`src/rtl/ibfu_pipe.sv`:
```
// ibfu_pipe: pipelined inverse (DIF) radix-2 butterfly for the IFFT path.
//   out_a = (A + B) * s
//   out_b = (A - B) * conj(W) * s,   s = 1/2 when in_scale = 1, else 1
// Three register stages (sum/difference, complex product, shift+saturate),
// valid/ready on both sides, one result per clock when downstream is ready.
//
// Ports
//   clk, reset            rising-edge clock, asynchronous active-high reset
//   in_valid / in_ready   input handshake
//   in_a, in_b, in_w      operands, {real[2*DW-1:DW], imag[DW-1:0]}, Q1.(DW-1)
//   in_scale              1: halve both outputs
//   in_last               frame tag, travels with its operands
//   out_valid / out_ready output handshake
//   out_a, out_b          results, same packing as the operands
//   out_last              in_last of the presented result
//   sat_flag              sticky, set when any saturated component is loaded
//   sat_clr               synchronous clear of sat_flag (a new saturation wins)
//
// Build option
//   IBFU_ROUND_EN  when defined, every non-zero shift rounds half up instead of
//                  truncating toward minus infinity.

module ibfu_pipe #(
    parameter int DW     = 16,
    parameter int STAGES = 3
) (
    input  logic            clk,
    input  logic            reset,
    input  logic            in_valid,
    output logic            in_ready,
    input  logic [2*DW-1:0] in_a,
    input  logic [2*DW-1:0] in_b,
    input  logic [2*DW-1:0] in_w,
    input  logic            in_scale,
    input  logic            in_last,
    output logic            out_valid,
    input  logic            out_ready,
    output logic [2*DW-1:0] out_a,
    output logic [2*DW-1:0] out_b,
    output logic            out_last,
    output logic            sat_flag,
    input  logic            sat_clr
);

    localparam int SW = DW + 1;      // sum/difference component width
    localparam int PW = 2 * DW + 2;  // exact complex-product component width

    generate
        if (STAGES != 3) begin : g_bad_stages
            $error("ibfu_pipe: STAGES must be 3");
        end
    endgenerate

    // ------------------------------------------------------------------
    // Stall chain: a stage loads when it is empty or its content moves on.
    // ------------------------------------------------------------------
    logic v1, v2;
    logic en1, en2, en3;

    assign en3      = !out_valid || out_ready;
    assign en2      = !v2 || en3;
    assign en1      = !v1 || en2;
    assign in_ready = en1;

    // ------------------------------------------------------------------
    // Stage 1: sum and difference, one guard bit so no overflow is possible
    // ------------------------------------------------------------------
    logic signed [SW-1:0] a_re, a_im, b_re, b_im;

    assign a_re = {in_a[2*DW-1], in_a[2*DW-1:DW]};
    assign a_im = {in_a[DW-1],   in_a[DW-1:0]};
    assign b_re = {in_b[2*DW-1], in_b[2*DW-1:DW]};
    assign b_im = {in_b[DW-1],   in_b[DW-1:0]};

    logic signed [SW-1:0] s1_sum_re, s1_sum_im, s1_dif_re, s1_dif_im;
    logic [2*DW-1:0]      s1_w;
    logic                 s1_scale, s1_last;

    always_ff @(posedge clk or posedge reset) begin
        if (reset) begin
            v1        <= 1'b0;
            s1_sum_re <= '0;
            s1_sum_im <= '0;
            s1_dif_re <= '0;
            s1_dif_im <= '0;
            s1_w      <= '0;
            s1_scale  <= 1'b0;
            s1_last   <= 1'b0;
        end else if (en1) begin
            v1 <= in_valid;
            if (in_valid) begin
                s1_sum_re <= a_re + b_re;
                s1_sum_im <= a_im + b_im;
                s1_dif_re <= a_re - b_re;
                s1_dif_im <= a_im - b_im;
                s1_w      <= in_w;
                s1_scale  <= in_scale;
                s1_last   <= in_last;
            end
        end
    end

    // ------------------------------------------------------------------
    // Stage 2: dif * conj(W), full precision
    // ------------------------------------------------------------------
    logic signed [PW-1:0] dr_x, di_x, wr_x, wi_x, pr_c, pi_c;

    assign dr_x = {{(PW-SW){s1_dif_re[SW-1]}}, s1_dif_re};
    assign di_x = {{(PW-SW){s1_dif_im[SW-1]}}, s1_dif_im};
    assign wr_x = {{(PW-DW){s1_w[2*DW-1]}}, s1_w[2*DW-1:DW]};
    assign wi_x = {{(PW-DW){s1_w[DW-1]}}, s1_w[DW-1:0]};

    // conj(W) flips the sign of wi, hence the +/- pattern
    assign pr_c = dr_x * wr_x + di_x * wi_x;
    assign pi_c = di_x * wr_x - dr_x * wi_x;

    logic signed [SW-1:0] s2_sum_re, s2_sum_im;
    logic signed [PW-1:0] s2_pr, s2_pi;
    logic                 s2_scale, s2_last;

    always_ff @(posedge clk or posedge reset) begin
        if (reset) begin
            v2        <= 1'b0;
            s2_sum_re <= '0;
            s2_sum_im <= '0;
            s2_pr     <= '0;
            s2_pi     <= '0;
            s2_scale  <= 1'b0;
            s2_last   <= 1'b0;
        end else if (en2) begin
            v2 <= v1;
            if (v1) begin
                s2_sum_re <= s1_sum_re;
                s2_sum_im <= s1_sum_im;
                s2_pr     <= pr_c;
                s2_pi     <= pi_c;
                s2_scale  <= s1_scale;
                s2_last   <= s1_last;
            end
        end
    end

    // ------------------------------------------------------------------
    // Stage 3: shift back to Q1.(DW-1), then symmetric saturation
    // ------------------------------------------------------------------
    logic signed [PW-1:0] sr_x, si_x;
    logic signed [PW-1:0] sr_r, si_r, pr_r, pi_r;
    logic signed [PW-1:0] sr_sh, si_sh, pr_sh, pi_sh;

    assign sr_x = {{(PW-SW){s2_sum_re[SW-1]}}, s2_sum_re};
    assign si_x = {{(PW-SW){s2_sum_im[SW-1]}}, s2_sum_im};

`ifdef IBFU_ROUND_EN
    // Half an LSB of the shifted result; the sum path only shifts when scaling.
    logic signed [PW-1:0] rnd_s, rnd_p;

    assign rnd_s = s2_scale ? PW'(1) : PW'(0);
    assign rnd_p = s2_scale ? PW'(1) << (DW - 1) : PW'(1) << (DW - 2);
    assign sr_r  = sr_x + rnd_s;
    assign si_r  = si_x + rnd_s;
    assign pr_r  = s2_pr + rnd_p;
    assign pi_r  = s2_pi + rnd_p;
`else
    assign sr_r = sr_x;
    assign si_r = si_x;
    assign pr_r = s2_pr;
    assign pi_r = s2_pi;
`endif

    assign sr_sh = s2_scale ? (sr_r >>> 1) : sr_r;
    assign si_sh = s2_scale ? (si_r >>> 1) : si_r;
    assign pr_sh = s2_scale ? (pr_r >>> DW) : (pr_r >>> (DW - 1));
    assign pi_sh = s2_scale ? (pi_r >>> DW) : (pi_r >>> (DW - 1));

    // Returns {saturated, value}; the most negative code is never produced.
    function automatic logic [DW:0] saturate(input logic signed [PW-1:0] x);
        logic signed [PW-1:0] maxv, minv;
        maxv = {{(PW-DW+1){1'b0}}, {(DW-1){1'b1}}};
        minv = -maxv;
        if (x > maxv) begin
            saturate = {1'b1, maxv[DW-1:0]};
        end else if (x < minv) begin
            saturate = {1'b1, minv[DW-1:0]};
        end else begin
            saturate = {1'b0, x[DW-1:0]};
        end
    endfunction

    logic [DW:0] q_ar, q_ai, q_br, q_bi;
    logic        any_sat;

    assign q_ar    = saturate(sr_sh);
    assign q_ai    = saturate(si_sh);
    assign q_br    = saturate(pr_sh);
    assign q_bi    = saturate(pi_sh);
    assign any_sat = q_ar[DW] | q_ai[DW] | q_br[DW] | q_bi[DW];

    always_ff @(posedge clk or posedge reset) begin
        if (reset) begin
            out_valid <= 1'b0;
            out_a     <= '0;
            out_b     <= '0;
            out_last  <= 1'b0;
            sat_flag  <= 1'b0;
        end else begin
            if (en3) begin
                out_valid <= v2;
                if (v2) begin
                    out_a    <= {q_ar[DW-1:0], q_ai[DW-1:0]};
                    out_b    <= {q_br[DW-1:0], q_bi[DW-1:0]};
                    out_last <= s2_last;
                end
            end
            // a saturated load beats a simultaneous clear
            if (en3 && v2 && any_sat) begin
                sat_flag <= 1'b1;
            end else if (sat_clr) begin
                sat_flag <= 1'b0;
            end
        end
    end

endmodule
```
`config.mk`:
```
export PLATFORM = sky130hd
export DESIGN_NAME = ibfu_pipe
export DESIGN_NICKNAME = d
export VERILOG_FILES = /design/src/rtl/ibfu_pipe.sv
export SDC_FILE = /design/constraint.sdc
export NUM_CORES = 2
export LEC_CHECK = 0
export CORE_MARGIN = 3
export CORE_UTILIZATION = 50
export CTS_CLUSTER_DIAMETER = 150
export CTS_CLUSTER_SIZE = 28
export DETAILED_ROUTE_END_ITERATION = 7
export PLACE_DENSITY = 0.67
export SLEW_MARGIN = 20
export SYNTH_ARGS = -nofsm -noshare
export SYNTH_HDL_FRONTEND = slang
export SYNTH_SLANG_ARGS = --single-unit
```
`constraint.sdc`:
```
create_clock -name clk -period 10.1 [get_ports clk]
set_input_delay 1.515 -clock clk [delete_from_list [all_inputs] [get_ports clk]]
set_output_delay 1.515 -clock clk [all_outputs]
set_load 0.005 [all_outputs]
```
==> results.py <==
metrics = {
    "run_status": {
        "status": "completed",
    },
    "global_routing": {
        "antenna_found_initial": 5,
        "grt_pass1_vias": 41550,
        "grt_max_degree": 149,
        "grt-ovfl-total": 0,
        "grt_use_total": 0.2734,
        "grt_pass1_wl_um": 235900,
    },
    "floorplanning": {
        "ios": 171,
        "rows": 119,
        "design.core.area_um2": 106300,
        "die_w_um": 334.8,
        "start_util": 0.5083,
        "die_h_um": 334.8,
        "die-area_um2": 112100,
    },
    "critical_path": {
        "crit_arrival_ps": 8780,
        "crit_path_start_kind": "flop",
        "path_buf_inv": 7,
        "path_common_cell": "fa_1",
        "cpPeakStageDelay_ps": 640,
        "cp-end-kind": "flop",
        "cpMaxStageDelayCell": "inv_1",
        "crit_fanout": 26,
        "r2r_start": "s1_w[1]$_DFFE_PP0P_",
        "startpoint": "s1_w[1]$_DFFE_PP0P_",
        "crit_type": "flop to flop",
        "cp_top_family": "adder cells",
        "required_ps": 10490,
    },
    "yosys": {
        "syn_nets": 7450,
        "synth-edff-count": 0,
        "synth_top_family_by_area": "adder cells",
        "synth_top_area_frac": 0.4579,
        "ys_ff_latch": 243,
        "post_synth_num_cell_types": 74,
        "avgSynthCellArea_um2": 9.416,
        "yosysWarnings": 0,
        "yosysTopAreaCell": "fa_1",
        "synthTopCellsByArea": "fa_1, dfrtp_1, inv_1",
        "synth_compound_area_frac": 0.05140,
        "synth_fa_ha_area_frac": 0.5440,
        "synthXorXnorAreaFrac": 0.01880,
        "synth_ff_type": "dfrtp_1",
        "async_flop_share": 1.000,
        "synth_cells": 5739,
        "netlist_area_um2": 54040,
        "seq_area_frac_synth": 0.1125,
        "synthSimpleGateAreaFrac": 0.1456,
        "synthMuxAreaShare": 0.01098,
    },
    "clocking": {
        "postCtsSetupRepairBufs": 0,
        "cts_resized": 0,
        "cts-root-buf": "clkbuf_16",
        "path_clk_slew_ps": 120,
        "cts_made_buffers": 14,
        "cts.sinks": 243,
        "clock_latency_ps": 550,
        "cts_htree_levels": 1,
        "cts-hold-fix-buffers": 0,
        "cts_tree": "built",
        "clk_path_buf_depth": 3,
    },
    "routing": {
        "vias": 37890,
        "drc": 0,
        "routed_wl_um": 146200,
        "routed_via_density": 5.318,
        "firstDrtPassIters": 6,
        "drtIter0Drc": 2554,
        "wl_per_cell_um": 20.52,
        "ant_nets": 0,
    },
    "timing": {
        "slew_headroom": 0.2814,
        "hold_violations": 0,
        "max_freq_ghz": 0.1192,
        "fin_crit_sh": 0.8307,
        "tns_ps": 0,
        "tightest_slew_ps": 1078,
        "final.min_clock_period_ps": 8390,
        "final-setup-viol-count": 0,
        "skew_ps": 24.49,
        "rsz0062_at_grt": "false",
        "slew_viol_final": 0,
    },
    "placement": {
        "io_buffers": 170,
        "routabilityCongestion": 0.9132,
        "dpl_cell_area_um2": 57070,
        "dp_cells": 7098,
        "hpwlAfterDp_um": 117900,
    },
    "hold_path": {
        "worstHoldStart": "s1_sum_re[7]$_DFFE_PP0P_",
        "min_path_type": "flop to flop",
    },
    "job": {
        "maxCapViolations": 0,
    },
    "layout": {
        "fin_nets": 7434,
        "utilization": 0.5414,
        "drive_gt1_frac": 0.02846,
        "layout.cells.non_filler": 7126,
        "areaGrowthSynthToFinish_pct": 6.504,
        "final_area_um2": 57550,
        "layout_commonest_cell": "inv_1",
        "final_cell_mix": "inv_1, fa_1, nand2_1",
    },
}
[sequential cells by signal (all words and copies together) (netlist names), 17 cells and up]
signal     cells
pi_r          19
s1_sum_im     17
out_b         32
s2_sum_re     17
out_a         32
s1_w          32
pr_r          19
s2_sum_im     17
s1_sum_re     17
[cell type report]
cell class                      count  area [um^2]
Fill cell                        9613        48760
Multi-Input combinational cell   3832        41680
Sequential cell                   243         6112
Inverter                         1375         5169
Timing Repair Buffer              257         2380
Tap cell                         1391         1740
Clock buffer                       16        379.1
Clock inverter                      5        77.57
Antenna cell                        7        17.52
[synthesized netlist by cell type, types with 13 or more instances]
cell and instances:
nand3_1 23, a31oi_1 18, a21o_1 26, xnor2_1 84, nor2_1 114, nand2b_1 37
inv_1 1373, o211ai_1 24, a211oi_1 25, dfrtp_1 243, o21bai_1 16, nand4_1 14
a21oi_1 56, ha_1 372, nand2_1 832, or3_1 16, nor2b_1 13, nor3_1 24
clkbuf_1 271, and2_1 529, xor2_1 32, o21a_1 28, o21ai_0 105, mux2i_1 57
fa_1 1236, o22a_1 28, o31ai_1 15
[layer usage]
layer,routed length (um),part of all wire,global-route usage
met1,59180,0.40,0.3725
met2,69980,0.48,0.4487
met3,10350,0.071,0.03993
met4,6701,0.046,0.09964
met5,0,0,0
[path summary, 6_finish.rpt]
kind | end | slack, ps | cells past startpoint
min in group asynchronous | out_b[10]$_DFFE_PP0P_ | 1490 | 2
setup reg to reg | pi_r[32]$_DFFE_PP0P_ | 1710 | 26
hold reg to reg | s2_sum_re[7]$_DFFE_PP0P_ | 470 | 2
max in group asynchronous | s1_w[27]$_DFFE_PP0P_ | 7090 | 3
setup / recovery | pi_r[32]$_DFFE_PP0P_ | 1710 | 26
hold / removal | s2_sum_re[7]$_DFFE_PP0P_ | 470 | 2
[worst min-delay path, cell delays in order, from the launching register on]
cell and delay, ps:
dfrtp_1 360, nand2_1 50, nand2_1 50
[metrics by stage]
step	hold slack, ps	worst slack, ps
global placement	444.4	1969
detailed placement	446.6	1876
floorplan	430.9	1912
finish	474.3	1710
global route	484.9	1326
CTS	475.2	1850
[logic make-up after synthesis]
family	count (synthesis)
AOI/OAI and AO/OA	408
buffers and inverters	1664
adders and majority gates	1608
and+or+nand+nor	1641
DFF	243
xor gates and xnor gates	116
muxes	59
Power is left out: the tool's default activity adds up to more than one toggle a clock period on the data nets, which glitch-free logic cannot reach.
